**config.mk**
```make
export PLATFORM = sky130hd
export DESIGN_NAME = vexriscv_bus_arbiter_flat
export DESIGN_NICKNAME = d
export VERILOG_FILES = /design/src/rtl/vexriscv_bus_arbiter_if.sv /design/src/rtl/vexriscv_bus_arbiter.sv /design/src/flat_wrapper.sv
export SDC_FILE = /design/constraint.sdc
export NUM_CORES = 1
export LEC_CHECK = 0
export CAP_MARGIN = 25
export CORE_AREA = 3 3 106 108
export CTS_CLUSTER_SIZE = 12
export DETAILED_ROUTE_END_ITERATION = 12
export DIE_AREA = 0 0 109 111
export PLACE_DENSITY_LB_ADDON = 0.05
export SYNTH_ARGS = -nofsm -noshare
export SYNTH_HDL_FRONTEND = slang
export SYNTH_SLANG_ARGS = --single-unit
```
**constraint.sdc**
```tcl
create_clock -name clock -period 3.8 [get_ports clock]
set_input_delay 0.57 -clock clock [delete_from_list [all_inputs] [get_ports clock]]
set_output_delay 0.57 -clock clock [all_outputs]
set_load 0.05 [all_outputs]
```
**src/rtl/vexriscv_bus_arbiter_if.sv**
```systemverilog
`default_nettype none
// ============================================================================
// Module   : vexriscv_bus_arbiter_if
// Brief    : VexRiscv iBus/dBus command+response and shared memory bus bundle.
// Revision : 1.0
// ============================================================================
interface vexriscv_bus_arbiter_if;
    logic        iBus_cmd_valid;
    logic        iBus_cmd_ready;
    logic [31:0] iBus_cmd_payload_pc;
    logic        iBus_rsp_ready;
    logic [31:0] iBus_rsp_inst;
    logic        iBus_rsp_error;

    logic        dBus_cmd_valid;
    logic        dBus_cmd_ready;
    logic        dBus_cmd_payload_wr;
    logic [31:0] dBus_cmd_payload_address;
    logic [31:0] dBus_cmd_payload_data;
    logic [1:0]  dBus_cmd_payload_size;
    logic        dBus_rsp_ready;
    logic [31:0] dBus_rsp_data;
    logic        dBus_rsp_error;

    logic        mem_cmd_valid;
    logic        mem_cmd_ready;
    logic        mem_cmd_wr;
    logic [31:0] mem_cmd_address;
    logic [31:0] mem_cmd_data;
    logic [1:0]  mem_cmd_size;
    logic        mem_rsp_valid;
    logic [31:0] mem_rsp_data;
    logic        mem_rsp_error;

    // Arbiter side
    modport slave (
        input  iBus_cmd_valid, iBus_cmd_payload_pc,
        output iBus_cmd_ready, iBus_rsp_ready, iBus_rsp_inst, iBus_rsp_error,
        input  dBus_cmd_valid, dBus_cmd_payload_wr, dBus_cmd_payload_address,
               dBus_cmd_payload_data, dBus_cmd_payload_size,
        output dBus_cmd_ready, dBus_rsp_ready, dBus_rsp_data, dBus_rsp_error,
        output mem_cmd_valid, mem_cmd_wr, mem_cmd_address, mem_cmd_data, mem_cmd_size,
        input  mem_cmd_ready, mem_rsp_valid, mem_rsp_data, mem_rsp_error
    );

    // CPU + memory side
    modport master (
        output iBus_cmd_valid, iBus_cmd_payload_pc,
        input  iBus_cmd_ready, iBus_rsp_ready, iBus_rsp_inst, iBus_rsp_error,
        output dBus_cmd_valid, dBus_cmd_payload_wr, dBus_cmd_payload_address,
               dBus_cmd_payload_data, dBus_cmd_payload_size,
        input  dBus_cmd_ready, dBus_rsp_ready, dBus_rsp_data, dBus_rsp_error,
        input  mem_cmd_valid, mem_cmd_wr, mem_cmd_address, mem_cmd_data, mem_cmd_size,
        output mem_cmd_ready, mem_rsp_valid, mem_rsp_data, mem_rsp_error
    );
endinterface
`default_nettype wire

```
**src/rtl/vexriscv_bus_arbiter.sv**
```systemverilog
`default_nettype none
// ============================================================================
// Module   : vexriscv_bus_arbiter
// Brief    : Shares one in-order memory port between VexRiscv iBus and dBus.
//            VEXRISCV_ARB_ROUND_ROBIN_EN selects round-robin (else dBus wins).
// Revision : 1.0
// ============================================================================
module vexriscv_bus_arbiter #(
    parameter int PEND_DEPTH = 4
) (
    input  wire logic                        clock,
    input  wire logic                        resetn,
    vexriscv_bus_arbiter_if.slave            bus,
    output logic [$clog2(PEND_DEPTH):0]      pending_count,
    output logic                             protocol_err
);
    localparam int PW = $clog2(PEND_DEPTH);

    typedef enum logic [1:0] {
        IDLE   = 2'd0,
        HOLD_I = 2'd1,
        HOLD_D = 2'd2
    } state_t;

    state_t                r_state;
    state_t                w_nextState;
    logic [PW:0]           r_count;
    logic [PW-1:0]         r_wrPtr;
    logic [PW-1:0]         r_rdPtr;
    logic [PEND_DEPTH-1:0] r_tags;
    logic                  r_protoErr;

    logic w_full, w_empty;
    logic w_iElig, w_dElig, w_pickD;
    logic w_grantI, w_grantD;
    logic w_accept, w_push, w_pop, w_headTag;

`ifdef VEXRISCV_ARB_ROUND_ROBIN_EN
    logic r_prioD;
`endif

    assign w_full   = (r_count == (PW+1)'(PEND_DEPTH));
    assign w_empty  = (r_count == '0);
    // Full blocks new reads even if a response pops this cycle: no bypass.
    assign w_iElig  = bus.iBus_cmd_valid && !w_full;
    assign w_dElig  = bus.dBus_cmd_valid && (bus.dBus_cmd_payload_wr || !w_full);

`ifdef VEXRISCV_ARB_ROUND_ROBIN_EN
    assign w_pickD  = w_dElig && (!w_iElig || r_prioD);
`else
    assign w_pickD  = w_dElig;
`endif

    always_comb begin
        w_grantI    = 1'b0;
        w_grantD    = 1'b0;
        w_nextState = r_state;
        case (r_state)
            IDLE: begin
                w_grantD = w_pickD;
                w_grantI = w_iElig && !w_pickD;
                if (!bus.mem_cmd_ready) begin
                    if (w_grantD)      w_nextState = HOLD_D;
                    else if (w_grantI) w_nextState = HOLD_I;
                end
            end
            HOLD_I: begin
                w_grantI = 1'b1;
                if (bus.mem_cmd_ready) w_nextState = IDLE;
            end
            HOLD_D: begin
                w_grantD = 1'b1;
                if (bus.mem_cmd_ready) w_nextState = IDLE;
            end
            default: w_nextState = IDLE;
        endcase
        // Keep every valid quiet while reset is held, not just after the edge.
        if (!resetn) begin
            w_grantI = 1'b0;
            w_grantD = 1'b0;
        end
    end

    assign bus.mem_cmd_valid   = w_grantI || w_grantD;
    assign bus.mem_cmd_wr      = w_grantD && bus.dBus_cmd_payload_wr;
    assign bus.mem_cmd_address = w_grantD ? bus.dBus_cmd_payload_address :
                                 w_grantI ? bus.iBus_cmd_payload_pc : 32'd0;
    assign bus.mem_cmd_data    = w_grantD ? bus.dBus_cmd_payload_data : 32'd0;
    assign bus.mem_cmd_size    = w_grantD ? bus.dBus_cmd_payload_size :
                                 w_grantI ? 2'b10 : 2'b00;
    assign bus.iBus_cmd_ready  = w_grantI && bus.mem_cmd_ready;
    assign bus.dBus_cmd_ready  = w_grantD && bus.mem_cmd_ready;

    assign w_accept  = bus.mem_cmd_valid && bus.mem_cmd_ready;
    assign w_push    = w_accept && !bus.mem_cmd_wr;
    assign w_pop     = bus.mem_rsp_valid && !w_empty;
    assign w_headTag = r_tags[r_rdPtr];

    assign bus.iBus_rsp_ready = w_pop && !w_headTag;
    assign bus.dBus_rsp_ready = w_pop &&  w_headTag;
    assign bus.iBus_rsp_inst  = bus.iBus_rsp_ready ? bus.mem_rsp_data  : 32'd0;
    assign bus.iBus_rsp_error = bus.iBus_rsp_ready && bus.mem_rsp_error;
    assign bus.dBus_rsp_data  = bus.dBus_rsp_ready ? bus.mem_rsp_data  : 32'd0;
    assign bus.dBus_rsp_error = bus.dBus_rsp_ready && bus.mem_rsp_error;

    assign pending_count = r_count;
    assign protocol_err  = r_protoErr;

    always_ff @(posedge clock or negedge resetn) begin
        if (!resetn) begin
            r_state    <= IDLE;
            r_count    <= '0;
            r_wrPtr    <= '0;
            r_rdPtr    <= '0;
            r_tags     <= '0;
            r_protoErr <= 1'b0;
        end else begin
            r_state <= w_nextState;
            if (w_push) begin
                r_tags[r_wrPtr] <= w_grantD;
                r_wrPtr         <= r_wrPtr + 1'b1;
            end
            if (w_pop)
                r_rdPtr <= r_rdPtr + 1'b1;
            if (w_push && !w_pop)
                r_count <= r_count + 1'b1;
            else if (w_pop && !w_push)
                r_count <= r_count - 1'b1;
            if (bus.mem_rsp_valid && w_empty)
                r_protoErr <= 1'b1;
        end
    end

`ifdef VEXRISCV_ARB_ROUND_ROBIN_EN
    // r_prioD set means dBus wins the next conflict.
    always_ff @(posedge clock or negedge resetn) begin
        if (!resetn)
            r_prioD <= 1'b1;
        else if (w_accept)
            r_prioD <= w_grantI;
    end
`endif

endmodule
`default_nettype wire

```
**src/flat_wrapper.sv**
```systemverilog
// flat-port wrapper written by rule: the top's interface ports become plain ports
module vexriscv_bus_arbiter_flat 
#(
    parameter int PEND_DEPTH = 4
)
  (clock, resetn, pending_count, protocol_err, bus_iBus_cmd_valid, bus_iBus_cmd_payload_pc, bus_iBus_cmd_ready, bus_iBus_rsp_ready, bus_iBus_rsp_inst, bus_iBus_rsp_error, bus_dBus_cmd_valid, bus_dBus_cmd_payload_wr, bus_dBus_cmd_payload_address, bus_dBus_cmd_payload_data, bus_dBus_cmd_payload_size, bus_dBus_cmd_ready, bus_dBus_rsp_ready, bus_dBus_rsp_data, bus_dBus_rsp_error, bus_mem_cmd_valid, bus_mem_cmd_wr, bus_mem_cmd_address, bus_mem_cmd_data, bus_mem_cmd_size, bus_mem_cmd_ready, bus_mem_rsp_valid, bus_mem_rsp_data, bus_mem_rsp_error);
  vexriscv_bus_arbiter_if bus_i ();
  input  wire logic clock;
  input  wire logic resetn;
  output logic [$clog2(PEND_DEPTH):0] pending_count;
  output logic protocol_err;
  input wire logic [$bits(bus_i.iBus_cmd_valid)-1:0] bus_iBus_cmd_valid;
  input wire logic [$bits(bus_i.iBus_cmd_payload_pc)-1:0] bus_iBus_cmd_payload_pc;
  output wire logic [$bits(bus_i.iBus_cmd_ready)-1:0] bus_iBus_cmd_ready;
  output wire logic [$bits(bus_i.iBus_rsp_ready)-1:0] bus_iBus_rsp_ready;
  output wire logic [$bits(bus_i.iBus_rsp_inst)-1:0] bus_iBus_rsp_inst;
  output wire logic [$bits(bus_i.iBus_rsp_error)-1:0] bus_iBus_rsp_error;
  input wire logic [$bits(bus_i.dBus_cmd_valid)-1:0] bus_dBus_cmd_valid;
  input wire logic [$bits(bus_i.dBus_cmd_payload_wr)-1:0] bus_dBus_cmd_payload_wr;
  input wire logic [$bits(bus_i.dBus_cmd_payload_address)-1:0] bus_dBus_cmd_payload_address;
  input wire logic [$bits(bus_i.dBus_cmd_payload_data)-1:0] bus_dBus_cmd_payload_data;
  input wire logic [$bits(bus_i.dBus_cmd_payload_size)-1:0] bus_dBus_cmd_payload_size;
  output wire logic [$bits(bus_i.dBus_cmd_ready)-1:0] bus_dBus_cmd_ready;
  output wire logic [$bits(bus_i.dBus_rsp_ready)-1:0] bus_dBus_rsp_ready;
  output wire logic [$bits(bus_i.dBus_rsp_data)-1:0] bus_dBus_rsp_data;
  output wire logic [$bits(bus_i.dBus_rsp_error)-1:0] bus_dBus_rsp_error;
  output wire logic [$bits(bus_i.mem_cmd_valid)-1:0] bus_mem_cmd_valid;
  output wire logic [$bits(bus_i.mem_cmd_wr)-1:0] bus_mem_cmd_wr;
  output wire logic [$bits(bus_i.mem_cmd_address)-1:0] bus_mem_cmd_address;
  output wire logic [$bits(bus_i.mem_cmd_data)-1:0] bus_mem_cmd_data;
  output wire logic [$bits(bus_i.mem_cmd_size)-1:0] bus_mem_cmd_size;
  input wire logic [$bits(bus_i.mem_cmd_ready)-1:0] bus_mem_cmd_ready;
  input wire logic [$bits(bus_i.mem_rsp_valid)-1:0] bus_mem_rsp_valid;
  input wire logic [$bits(bus_i.mem_rsp_data)-1:0] bus_mem_rsp_data;
  input wire logic [$bits(bus_i.mem_rsp_error)-1:0] bus_mem_rsp_error;
  assign bus_i.iBus_cmd_valid = bus_iBus_cmd_valid;
  assign bus_i.iBus_cmd_payload_pc = bus_iBus_cmd_payload_pc;
  assign bus_iBus_cmd_ready = bus_i.iBus_cmd_ready;
  assign bus_iBus_rsp_ready = bus_i.iBus_rsp_ready;
  assign bus_iBus_rsp_inst = bus_i.iBus_rsp_inst;
  assign bus_iBus_rsp_error = bus_i.iBus_rsp_error;
  assign bus_i.dBus_cmd_valid = bus_dBus_cmd_valid;
  assign bus_i.dBus_cmd_payload_wr = bus_dBus_cmd_payload_wr;
  assign bus_i.dBus_cmd_payload_address = bus_dBus_cmd_payload_address;
  assign bus_i.dBus_cmd_payload_data = bus_dBus_cmd_payload_data;
  assign bus_i.dBus_cmd_payload_size = bus_dBus_cmd_payload_size;
  assign bus_dBus_cmd_ready = bus_i.dBus_cmd_ready;
  assign bus_dBus_rsp_ready = bus_i.dBus_rsp_ready;
  assign bus_dBus_rsp_data = bus_i.dBus_rsp_data;
  assign bus_dBus_rsp_error = bus_i.dBus_rsp_error;
  assign bus_mem_cmd_valid = bus_i.mem_cmd_valid;
  assign bus_mem_cmd_wr = bus_i.mem_cmd_wr;
  assign bus_mem_cmd_address = bus_i.mem_cmd_address;
  assign bus_mem_cmd_data = bus_i.mem_cmd_data;
  assign bus_mem_cmd_size = bus_i.mem_cmd_size;
  assign bus_i.mem_cmd_ready = bus_mem_cmd_ready;
  assign bus_i.mem_rsp_valid = bus_mem_rsp_valid;
  assign bus_i.mem_rsp_data = bus_mem_rsp_data;
  assign bus_i.mem_rsp_error = bus_mem_rsp_error;
  vexriscv_bus_arbiter #(.PEND_DEPTH(PEND_DEPTH)) u_core (.clock(clock), .resetn(resetn), .bus(bus_i), .pending_count(pending_count), .protocol_err(protocol_err));
endmodule
```
==> impl_metrics.xml, run 1 <==
<?xml version="1.0" encoding="UTF-8"?>
<metrics>
  <group name="global_routing">
    <metric name="antenna_violations_before_repair" unit="">0</metric>
    <metric name="gr-usage-all-layers" unit="%">18.60</metric>
    <metric name="grt_pass1_wl" unit="um">17430</metric>
    <metric name="via_count_of_the_first_global_routing_pass" unit="">2785</metric>
    <metric name="grt_overflow" unit="">0</metric>
    <metric name="pin_count_of_the_biggest_net_entering_global_routing" unit="">67</metric>
  </group>
  <group name="routing">
    <metric name="detail_route.first_pass.iterations" unit="">4</metric>
    <metric name="drt_total_wl" unit="um">11990</metric>
    <metric name="drcViolationCount" unit="">0</metric>
    <metric name="avgRoutedWirePerCell" unit="um">18.44</metric>
    <metric name="post_drt_via_cell_ratio" unit="">4.262</metric>
    <metric name="drtIter0Drc" unit="">92</metric>
    <metric name="ant_nets" unit="">0</metric>
    <metric name="via_count" unit="">2770</metric>
  </group>
  <group name="power_and_ir_drop">
    <metric name="power_density" unit="mW/mm^2">683.5</metric>
    <metric name="power_leakage" unit="nW">2.442</metric>
    <metric name="vdd_ir_drop_max" unit="uV">419.2</metric>
  </group>
  <group name="floorplan">
    <metric name="boundaryPins" unit="">280</metric>
    <metric name="fp.dieArea" unit="mm^2">0.01210</metric>
    <metric name="die_x" unit="um">109</metric>
    <metric name="fp.dieH" unit="um">111</metric>
    <metric name="core.rowCount" unit="">37</metric>
    <metric name="coreArea" unit="mm^2">0.01032</metric>
    <metric name="initial_utilization" unit="%">18.36</metric>
  </group>
  <group name="cts">
    <metric name="post_cts_buffers" unit="">0</metric>
    <metric name="clk_pin_slew" unit="ps">60</metric>
    <metric name="cts-htree-levels" unit="">1</metric>
    <metric name="cts-root-to-sink-buffers" unit="">2</metric>
    <metric name="clock_sink_count" unit="">14</metric>
    <metric name="clock_tree.root_cell" unit="">clkbuf_8</metric>
    <metric name="clock_insertion_delay_worst_skew" unit="ps">240</metric>
    <metric name="cts_inserted_buffers" unit="">3</metric>
    <metric name="postCtsHoldBufs" unit="">0</metric>
    <metric name="cts_repair_resize_count" unit="">0</metric>
    <metric name="tritoncts" unit="">done</metric>
  </group>
  <group name="synth">
    <metric name="yosys_warnings" unit="">0</metric>
    <metric name="async_reset_ff_share" unit="%">100.0</metric>
    <metric name="count_of_different_cell_masters_after_synthesis" unit="">36</metric>
    <metric name="average_cell_area_after_synthesis" unit="um^2">7.737</metric>
    <metric name="synth_sequential_area_ratio" unit="%">18.48</metric>
    <metric name="postSynthCellCount" unit="">245</metric>
    <metric name="post_synth_edffs" unit="">0</metric>
    <metric name="synth_fp_nets" unit="">392</metric>
    <metric name="yosys_most_used_dff" unit="">dfrtp_1</metric>
    <metric name="synth.ff_latch_count" unit="">14</metric>
    <metric name="synthesis.area" unit="mm^2">0.001896</metric>
  </group>
  <group name="placement">
    <metric name="pre_cts_ws" unit="ps">422.6</metric>
    <metric name="dpl.cell_count" unit="">647</metric>
    <metric name="routabilityCongestion" unit="">0.9073</metric>
    <metric name="placedInstanceArea" unit="mm^2">0.005674</metric>
    <metric name="hpwl_dp" unit="um">10310</metric>
    <metric name="placement.io_buffers" unit="">279</metric>
  </group>
  <group name="flow_run">
    <metric name="timing.max_cap.violations" unit="">0</metric>
  </group>
  <group name="sta">
    <metric name="grt_setup_unrepaired" unit="">no</metric>
    <metric name="final-max-slew-violation-count" unit="">0</metric>
    <metric name="highest_achievable_clock_rate" unit="MHz">297.1</metric>
    <metric name="fin_ws" unit="ps">434.0</metric>
    <metric name="final_tns_setup" unit="ps">0</metric>
    <metric name="final.min_clock_period" unit="ps">3366</metric>
    <metric name="timing.final.hold_violations" unit="">0</metric>
    <metric name="final_min_period_over_clock_period" unit="%">88.58</metric>
    <metric name="relSlewSlack" unit="%">64.22</metric>
    <metric name="tightest_slew" unit="ps">535.0</metric>
    <metric name="finalSetupViolCount" unit="">0</metric>
    <metric name="fin_worst_skew" unit="ps">1.695</metric>
  </group>
  <group name="cells_and_area">
    <metric name="drive_above_1_share" unit="%">29.96</metric>
    <metric name="final_design_area_no_fill" unit="mm^2">0.005715</metric>
    <metric name="final-instance-count-excl-fill" unit="">650</metric>
    <metric name="layout.nets" unit="">663</metric>
    <metric name="final_util" unit="%">55.36</metric>
    <metric name="leading_cell_types_in_the_layout_fill_and_taps_excluded" unit="">143 x clkdlybuf4s50_1, 100 x and2_1, 94 x buf_12</metric>
    <metric name="syn_to_final_growth" unit="%">201.5</metric>
    <metric name="num_antenna_cells" unit="">0</metric>
    <metric name="fillers" unit="">913</metric>
    <metric name="layout_commonest_cell" unit="">clkdlybuf4s50_1</metric>
  </group>
  <group name="setup_path">
    <metric name="cp_cell_sequence" unit="">clkdlybuf4s50_1 -&gt; nor4b_2 -&gt; o21bai_1 -&gt; nand2_1 -&gt; nand2_1 -&gt; clkdlybuf4s50_1</metric>
    <metric name="crit_path_max_incr_delay" unit="ps">710</metric>
    <metric name="critical_path_required" unit="ps">3230</metric>
    <metric name="worstSetupPathType" unit="">input pin to primary output</metric>
    <metric name="critical_path_arrival" unit="ps">2800</metric>
    <metric name="worst_path_max_delay_cell" unit="">clkdlybuf4s50_1</metric>
    <metric name="cp_top_family" unit="">buffers and inverters</metric>
    <metric name="critical_path.n_buffers_inverters" unit="">2</metric>
    <metric name="path_max_fanout" unit="">7</metric>
    <metric name="startpoint_type" unit="">input pin</metric>
    <metric name="endpoint_type_of_the_worst_setup_path" unit="">primary output</metric>
  </group>
  <group name="hold_path">
    <metric name="min-delay-path-class" unit="">flop to flop</metric>
  </group>
  <group name="status">
    <metric name="status" unit="">finished clean</metric>
  </group>
</metrics>
[worst paths after layout]
check | to | slack (ps) | from | cells past startpoint
max in group asynchronous | u_core.protocol_err | 2720 | resetn | 2
worst max-delay path | bus_mem_cmd_valid | 430 | bus_dBus_cmd_payload_wr | 6
worst min register to register | u_core.protocol_err | 460 | u_core.protocol_err | 1
worst max register to register | u_core.pending_count[2] | 1110 | u_core.r_state[0] | 11
min in group asynchronous | u_core.r_state[1] | 600 | resetn | 1
worst min-delay path | u_core.protocol_err | 460 | u_core.protocol_err | 1
[power breakdown]
part           leakage [nW]  internal, mW  total [mW]  switching (mW)
registers             0.154         0.220       0.296          0.0754
clock network        0.0216        0.0701       0.123          0.0525
logic                  2.27          1.48        3.49            2.01
[cell type report]
type / instances / area [um^2] / share of cell area [%]
tap: 136 / 170.2 / 2.977
clock buffer: 3 / 41.29 / 0.7224
inverter: 9 / 33.78 / 0.5911
sequential: 14 / 350.3 / 6.130
multi-input combinational: 204 / 1454 / 25.44
timing repair buffer: 284 / 3666 / 64.14
[per-layer routing]
layer	share of wire, %	GRT usage [%]	wire, um	up-vias
met1	32	18.56	3822	1257
li1	-	-	-	1365
met4	1.4	3.367	171	0
met3	12	6.581	1394	12
met2	55	36.20	6600	136
met5	0	0	0	-
[registers in the layout, indices dropped and copies added (netlist names)]
| signal | cells |
|---|---|
| u_core.pending_count | 3 |
| u_core.protocol_err | 1 |
| u_core.r_rdPtr | 2 |
| u_core.r_state | 2 |
| u_core.r_tags | 4 |
| u_core.r_wrPtr | 2 |
[cell usage after synthesis, types with 2 or more instances]
| cell | instances | share of area (%) |
|---|---|---|
| xor2_1 | 3 | 1.4 |
| ha_1 | 8 | 5.3 |
| nand2_1 | 13 | 2.6 |
| dfrtp_1 | 14 | 18 |
| inv_1 | 9 | 1.8 |
| nor2b_1 | 2 | 0.66 |
| and2_1 | 100 | 33 |
| nor2_1 | 9 | 1.8 |
| o21ai_0 | 9 | 2.4 |
| buf_2 | 3 | 0.79 |
| a21o_1 | 3 | 1.2 |
| a22o_1 | 32 | 15 |
| clkbuf_1 | 15 | 3.0 |
| xnor2_1 | 3 | 1.4 |
[cell families (layout without fill, tap and decap cells)]
| group | count (synthesis) | count (layout) | synth area share (%) |
|---|---|---|---|
| compound gates | 53 | 53 | 22.51 |
| xor+xnor | 6 | 6 | 2.773 |
| fa+ha+maj | 9 | 9 | 6.337 |
| buf+inv | 27 | 296 | 5.544 |
| flops | 14 | 14 | 18.48 |
| mux | 3 | 3 | 2.574 |
| simple gates | 133 | 133 | 41.78 |
[stage by stage]
stage                     hold slack [ps]  power (mW)
final                               462.1       3.906
after global routing                505.2       4.082
after floorplan                     274.4       2.221
after CTS                           468.8       3.942
after global placement              442.2       3.790
after detailed placement            452.4       3.810
No activity file was read; power rests on OpenSTA's default activity.
==> run 2: changes to the inputs <==
Settings changed: CORE_AREA 3 3 106 108 to 2 2 109 111, DIE_AREA 0 0 109 111 to 0 0 111 113.
==> run 2 against run 1 <==
Against the previous run: maximum frequency decreased by 0.78%; flip-flop and latch count stayed put; total power up 2.5%; largest power group unchanged; highest routed layer is now met5.
==> impl_metrics.xml, run 2 (synthesis gave the netlist of run 1 again) <==
<?xml version="1.0" encoding="UTF-8"?>
<metrics>
  <group name="status">
    <metric name="status" unit="">finished clean</metric>
  </group>
  <group name="sta">
    <metric name="relSlewSlack" unit="%">65.44</metric>
    <metric name="fin_ws" unit="ps">407.6</metric>
    <metric name="timing.final.hold_violations" unit="">0</metric>
    <metric name="fin_worst_skew" unit="ps">1.807</metric>
    <metric name="highest_achievable_clock_rate" unit="MHz">294.8</metric>
    <metric name="final-max-slew-violation-count" unit="">0</metric>
    <metric name="final_tns_setup" unit="ps">0</metric>
    <metric name="grt_setup_unrepaired" unit="">no</metric>
    <metric name="finalSetupViolCount" unit="">0</metric>
    <metric name="final.min_clock_period" unit="ps">3392</metric>
    <metric name="timing.hold.ws" unit="ps">453.3</metric>
    <metric name="tightest_slew" unit="ps">517.1</metric>
    <metric name="final_min_period_over_clock_period" unit="%">89.27</metric>
  </group>
  <group name="power_and_ir_drop">
    <metric name="fin_total_pwr" unit="mW">4.004</metric>
    <metric name="sequentialPowerShare" unit="%">7.3</metric>
    <metric name="power_leakage" unit="nW">2.471</metric>
    <metric name="p_sw" unit="mW">2.137</metric>
    <metric name="net_switching_share_of_the_total_power" unit="%">53.36</metric>
    <metric name="pwr-share-comb" unit="%">87.2</metric>
    <metric name="power.share.clock" unit="%">5.5</metric>
    <metric name="internal_power" unit="mW">1.867</metric>
    <metric name="power_density" unit="mW/mm^2">692.8</metric>
    <metric name="vdd_ir_drop_max" unit="uV">422.9</metric>
  </group>
  <group name="floorplan">
    <metric name="fp.dieArea" unit="mm^2">0.01254</metric>
    <metric name="boundaryPins" unit="">280</metric>
    <metric name="fp.dieH" unit="um">113</metric>
    <metric name="die_x" unit="um">111</metric>
    <metric name="core.rowCount" unit="">39</metric>
    <metric name="coreArea" unit="mm^2">0.01127</metric>
    <metric name="initial_utilization" unit="%">16.82</metric>
  </group>
  <group name="routing">
    <metric name="avgRoutedWirePerCell" unit="um">17.34</metric>
    <metric name="drtIter0Drc" unit="">110</metric>
    <metric name="detail_route.first_pass.iterations" unit="">4</metric>
    <metric name="drt_total_wl" unit="um">11430</metric>
    <metric name="ant_nets" unit="">0</metric>
    <metric name="post_drt_via_cell_ratio" unit="">4.143</metric>
    <metric name="via_count" unit="">2730</metric>
    <metric name="drcViolationCount" unit="">0</metric>
  </group>
  <group name="cts">
    <metric name="clk_pin_slew" unit="ps">50</metric>
    <metric name="clock_tree.root_cell" unit="">clkbuf_16</metric>
    <metric name="cts_repair_resize_count" unit="">0</metric>
    <metric name="clock_sink_count" unit="">14</metric>
    <metric name="cts-htree-levels" unit="">1</metric>
    <metric name="post_cts_buffers" unit="">0</metric>
    <metric name="cts-root-to-sink-buffers" unit="">2</metric>
    <metric name="tritoncts" unit="">done</metric>
    <metric name="cts_inserted_buffers" unit="">3</metric>
    <metric name="postCtsHoldBufs" unit="">0</metric>
    <metric name="clock_insertion_delay_worst_skew" unit="ps">240</metric>
  </group>
  <group name="setup_path">
    <metric name="worst_path_max_delay_cell" unit="">nor4b_2</metric>
    <metric name="endpoint_type_of_the_worst_setup_path" unit="">primary output</metric>
    <metric name="path_max_fanout" unit="">33</metric>
    <metric name="worstSetupPathType" unit="">input pin to primary output</metric>
    <metric name="startpoint_type" unit="">input pin</metric>
    <metric name="critical_path_required" unit="ps">3230</metric>
    <metric name="cp_cell_sequence" unit="">clkdlybuf4s50_1 -&gt; nor4b_2 -&gt; o21bai_1 -&gt; nor2_2 -&gt; buf_4 -&gt; a22o_1 -&gt; buf_12</metric>
    <metric name="crit_path_max_incr_delay" unit="ps">560</metric>
    <metric name="critical_path_arrival" unit="ps">2820</metric>
  </group>
  <group name="placement">
    <metric name="pre_cts_ws" unit="ps">396.0</metric>
    <metric name="placedInstanceArea" unit="mm^2">0.005690</metric>
    <metric name="placement.io_buffers" unit="">279</metric>
    <metric name="routabilityCongestion" unit="">0.8474</metric>
    <metric name="dpl.cell_count" unit="">655</metric>
    <metric name="hpwl_dp" unit="um">9898</metric>
  </group>
  <group name="cells_and_area">
    <metric name="most_flop_heavy_register" unit="">u_core.r_tags</metric>
    <metric name="leading_cell_types_in_the_layout_fill_and_taps_excluded" unit="">143 x clkdlybuf4s50_1, 100 x and2_1, 94 x buf_12</metric>
    <metric name="num_antenna_cells" unit="">0</metric>
    <metric name="drive_above_1_share" unit="%">30.23</metric>
    <metric name="layout.nets" unit="">664</metric>
    <metric name="final_design_area_no_fill" unit="mm^2">0.005779</metric>
    <metric name="final_util" unit="%">51.27</metric>
    <metric name="final-instance-count-excl-fill" unit="">659</metric>
    <metric name="layout_commonest_cell" unit="">clkdlybuf4s50_1</metric>
    <metric name="largest_reg_flops" unit="">4</metric>
    <metric name="syn_to_final_growth" unit="%">204.9</metric>
  </group>
  <group name="global_routing">
    <metric name="grt_overflow" unit="">0</metric>
    <metric name="via_count_of_the_first_global_routing_pass" unit="">2647</metric>
    <metric name="grt_pass1_wl" unit="um">16930</metric>
    <metric name="antenna_violations_before_repair" unit="">1</metric>
    <metric name="gr-usage-all-layers" unit="%">17.36</metric>
    <metric name="pin_count_of_the_biggest_net_entering_global_routing" unit="">35</metric>
  </group>
  <group name="hold_path">
    <metric name="min-delay-path-class" unit="">flop to flop</metric>
  </group>
  <group name="flow_run">
    <metric name="timing.max_cap.violations" unit="">0</metric>
  </group>
</metrics>
[run 2: final cells by class]
type	count	area, um^2
Fill cell	1009	5493
Timing Repair Buffer	285	3674
Multi-Input combinational cell	204	1454
Sequential cell	14	350.3
Tap cell	143	178.9
Clock buffer	4	88.84
Inverter	9	33.78
[run 2: power groups by stage]
stage	clock (mW)	sequential, mW	combinational [mW]
global placement	0	0.296	3.51
floorplan	0	0.355	1.87
detailed placement	0	0.297	3.52
global route	0.228	0.310	3.65
finish	0.219	0.292	3.49
CTS	0.226	0.295	3.52
[run 2: layer usage]
layer  part of all wire, %  GRT usage [%]  up-vias
met3                   8.5          5.196       14
met5                  0.14              0        -
met1                    37          19.73     1214
met2                    52          31.98      126
met4                   2.0          4.167        2
li1                      -              -     1374
[run 2: worst max-delay path, delay by kind of cell]
family | cells | cell delay, ps
AND/OR/NAND/NOR | 2 | 710
buffers and inverters | 3 | 1010
AO/OA/AOI/OAI | 2 | 510
[run 2: worst paths after layout]
path | start | endpoint | slack (ps) | cells after the start
worst max-delay path | bus_dBus_cmd_payload_wr | bus_mem_cmd_address[1] | 410 | 7
worst min-delay path | u_core.protocol_err | u_core.protocol_err | 450 | 1
worst max register to register | u_core.r_state[0] | u_core.pending_count[2] | 1130 | 11
worst min register to register | u_core.protocol_err | u_core.protocol_err | 450 | 1
max in group asynchronous | resetn | u_core.r_tags[0] | 2740 | 2
min in group asynchronous | resetn | u_core.r_state[0] | 580 | 1
